===== src/rtl/sat_counter.sv =====
// Saturating up-counter with synchronous clear.
//   clk : clock, rising edge
//   rst : asynchronous active-high reset, counter to zero
//   clr : synchronous clear (wins over inc)
//   inc : increment by one; holds at all-ones instead of wrapping
//   cnt : current count
module sat_counter #(
    parameter int unsigned W = 16
) (
    input  logic         clk,
    input  logic         rst,
    input  logic         clr,
    input  logic         inc,
    output logic [W-1:0] cnt
);

    always_ff @(posedge clk or posedge rst) begin
        if (rst) begin
            cnt <= '0;
        end else if (clr) begin
            cnt <= '0;
        end else if (inc && (cnt != '1)) begin
            cnt <= cnt + 1'b1;
        end
    end

endmodule


===== config.mk =====
export PLATFORM = sky130hd
export DESIGN_NAME = sat_counter
export DESIGN_NICKNAME = d
export VERILOG_FILES = /design/src/rtl/sat_counter.sv
export SDC_FILE = /design/constraint.sdc
export NUM_CORES = 1
export LEC_CHECK = 0
export CORE_MARGIN = 5
export CORE_UTILIZATION = 49
export CTS_BUF_LIST = sky130_fd_sc_hd__clkbuf_16
export DETAILED_ROUTE_END_ITERATION = 10
export PLACE_DENSITY = 0.86
export SLEW_MARGIN = 0
export SYNTH_ARGS = -nofsm -noshare
export SYNTH_HDL_FRONTEND = slang
export SYNTH_SLANG_ARGS = --single-unit
export TNS_END_PERCENT = 10

===== constraint.sdc =====
create_clock -name clk -period 2 [get_ports clk]
set_input_delay 0.2 -clock clk [delete_from_list [all_inputs] [get_ports clk]]
set_output_delay 0.2 -clock clk [all_outputs]
set_load 0.1 [all_outputs]

==> impl_metrics.env <==
export IMPL_status="finished, final reports clean"
export IMPL_power_density_nw_per_um2=637.6
export IMPL_grt_pass1_vias=847
export IMPL_tns_ns=0
export IMPL_cts_hold_buf=0
export IMPL_power_frac_clock_pct=48.3
export IMPL_worst_ep_required_time_ns=2.16
export IMPL_first_pass_iters=4
export IMPL_largestRegisters="cnt (16)"
export IMPL_routed_via_density=6.168
export IMPL_hpwlAfterDp_um=1587
export IMPL_fp_dieH_um=53.62
export IMPL_swShare_pct=22.20
export IMPL_final_max_slew_viol_count=0
export IMPL_clk_pin_slew_ns=0.05
export IMPL_drtAntennaViolNets=0
export IMPL_finalNetCount=130
export IMPL_cts_setup_buffers=0
export IMPL_num_vias=919
export IMPL_start_kind="register"
export IMPL_synth_edf_count=0
export IMPL_netlist_area_sq_um=932.1
export IMPL_clockBufferDepth=2
export IMPL_die_w_um=53.62
export IMPL_synth_area_leader_cell="dfrtp_1"
export IMPL_cap_violations=0
export IMPL_fin_crit_sh_pct=91.96
export IMPL_synthSimpleGateAreaFrac_pct=32.62
export IMPL_syn_area_per_cell_sq_um=9.229
export IMPL_drt_total_wl_um=2197
export IMPL_synth_compound_area_share_pct=15.70
export IMPL_synth_area_leaders="dfrtp_1 43%, a21oi_1 6.4%, or4_1 4.8%"
export IMPL_antenna_found_initial=0
export IMPL_drt_iter0_markers=33
export IMPL_grt_use_met1_pct=22.69
export IMPL_max_freq_mhz=543.7
export IMPL_combPwrFrac_pct=9.3
export IMPL_antenna_cells=0
export IMPL_numCtsBuffers=3
export IMPL_share_seq_of_total_power_pct=42.5
export IMPL_yosys_top_cells_count="16 x dfrtp_1, 12 x a21oi_1, 7 x nand3_1"
export IMPL_largest_reg_flops=16
export IMPL_finalClockSkew_ns=0.002001
export IMPL_worst_setup_path_type="reg -> reg"
export IMPL_switchingPower_uw=175.9
export IMPL_synth_cell_types=29
export IMPL_grt_usage_pct=17.63
export IMPL_grt_busiest_layer="met2"
export IMPL_cp_arrival_ns=2.00
export IMPL_yosys_area_share_adder_pct=1.342
export IMPL_timing_hold_violations_final=0
export IMPL_ios=20
export IMPL_netlist_instances=101
export IMPL_area_growth_pct=33.29
export IMPL_tightestPinTransition_ns=0.6107
export IMPL_h_tree_depth=1
export IMPL_rsz0062_at_grt="false"
export IMPL_cts_tree="yes"
export IMPL_met2_usage_pct=30.20
export IMPL_drive_gt1_share_pct=36.29
export IMPL_placementRows=15
export IMPL_max_flop_register="cnt"
export IMPL_post_cts_resized=0
export IMPL_seq_area_frac_synth_pct=42.95
export IMPL_syn_nets=106
export IMPL_wl_per_cell_um=14.74
export IMPL_period_needed_ns=1.839
export IMPL_max_slew_margin_pct=59.24
export IMPL_root_buffer="clkbuf_16"
export IMPL_synthFlopType="dfrtp_1"
export IMPL_muxShareOfSynthArea_pct=3.490
export IMPL_worstPathMaxFanout=6
export IMPL_cts_sinks=16
export IMPL_async_reset_ff_share_pct=100.0
export IMPL_met3_usage_pct=3.878
export IMPL_yosysMostFrequentCell="dfrtp_1"
export IMPL_internal_power_uw=616.3
export IMPL_grt_ovfl_total=0
export IMPL_insertion_delay_ns=0.24
export IMPL_post_synth_top_area_fraction_pct=42.95
export IMPL_setup_viol=0
export IMPL_leakagePower_uw=0.0004519
export IMPL_min_path_type="in -> async"
export IMPL_hold_ws_ns=0.3315
export IMPL_port_buffers=19
export IMPL_irDropWorstVdd_v=0.0004464
export IMPL_ys_ff_latch=16
export IMPL_die_area_sq_um=2875
export IMPL_reg2reg_depth=4
export IMPL_cp_end_kind="register"
export IMPL_synth_xor_area_share_pct=0
export IMPL_initial_core_util_pct=52.84
export IMPL_ys_warn_count=0
export IMPL_drc=0
export IMPL_grt_pass1_wl_um=3795
export IMPL_place_gp_congestion=0.8191
export IMPL_grt_max_degree=17
export IMPL_core_area_sq_um=1764
export IMPL_synth_top_family_by_area="simple AND/OR/NAND/NOR gates"
## through the flow
step	power (uW)	cells	setup slack [ns]	cell area, sq um	util [%]
final	792.2	149	0.1607	1242	70.43
after global routing	822.5	149	0.09650	1242	70.43
after CTS	798.7	149	0.1760	1242	70.43
after detailed placement	416.5	145	0.1126	1164	65.96
after global placement	414.6	145	0.1494	1164	65.96
after floorplan	396.1	101	-0.05470	977.2	-
## cells by family (layout without fill, tap and decap cells)
group                    count (synthesis)  after routing
adder cells (fa/ha/maj)                  1              1
flip-flops                              16             16
AND/OR/NAND/NOR                         49             49
multiplexers                             3              3
buffers and inverters                    7             30
AO/OA/AOI/OAI                           25             25
## power groups by stage
stage,Combinational (uW),Sequential [uW],Clock [uW]
2_1_floorplan,25.6,371,0
3_3_place_gp,72.4,342,0
3_5_place_dp,73.9,343,0
4_1_cts,74.0,337,388
5_1_grt,79.6,337,406
6_report,73.3,337,382
## cell type report
type | count | area (sq um)
Clock buffer | 3 | 75.07
Clock inverter | 1 | 3.754
Fill cell | 147 | 521.8
Inverter | 3 | 11.26
Multi-Input combinational cell | 78 | 495.5
Sequential cell | 16 | 445.4
Tap cell | 25 | 31.28
Timing Repair Buffer | 23 | 180.2
## layer usage
layer,vias up,wire length (um)
met5,-,0
met4,0,19
met1,429,951
met2,45,1065
li1,441,-
met3,4,161
## layout by cell type (no fill, tap or decap)
cell | netlist | routed
nor2b_1 | 3 | 3
o41ai_1 | 2 | 2
clkdlybuf4s50_1 | 0 | 3
or4_4 | 1 | 1
clkbuf_16 | 0 | 3
mux2i_1 | 1 | 1
o21ai_0 | 5 | 5
nor3_1 | 4 | 4
or3_2 | 1 | 1
or3_1 | 6 | 6
ha_1 | 1 | 1
inv_1 | 3 | 3
nand2_1 | 6 | 6
nor2_1 | 3 | 3
or4_1 | 6 | 6
or4_2 | 1 | 1
nand4_1 | 4 | 4
buf_4 | 1 | 20
clkinv_1 | 0 | 1
nand3_1 | 7 | 7
dfrtp_4 | 0 | 10
o31ai_1 | 5 | 5
a21oi_1 | 12 | 12
mux2_2 | 2 | 2
nand4_4 | 1 | 1
dfrtp_2 | 0 | 6
nand2b_1 | 2 | 2
and4_1 | 1 | 1
a31oi_1 | 1 | 1
nor4_1 | 3 | 3
## final timing paths
kind                                  endpoint  slack, ns           startpoint
max                        cnt[13]$_DFFE_PP0P_       0.16   cnt[4]$_DFFE_PP0P_
max reg2reg                cnt[13]$_DFFE_PP0P_       0.16   cnt[4]$_DFFE_PP0P_
min                         cnt[7]$_DFFE_PP0P_       0.33                  rst
max in group asynchronous   cnt[3]$_DFFE_PP0P_       1.21                  rst
min in group clk           cnt[14]$_DFFE_PP0P_       0.57  cnt[14]$_DFFE_PP0P_
min reg2reg                cnt[14]$_DFFE_PP0P_       0.57  cnt[14]$_DFFE_PP0P_
## worst max-delay path: stages (launching register included)
cell and delay, ns:
dfrtp_4 0.43, nand4_1 0.20, or4_4 0.57, or4_1 0.42, a21oi_1 0.15
Power figures use the tool's default switching activity.
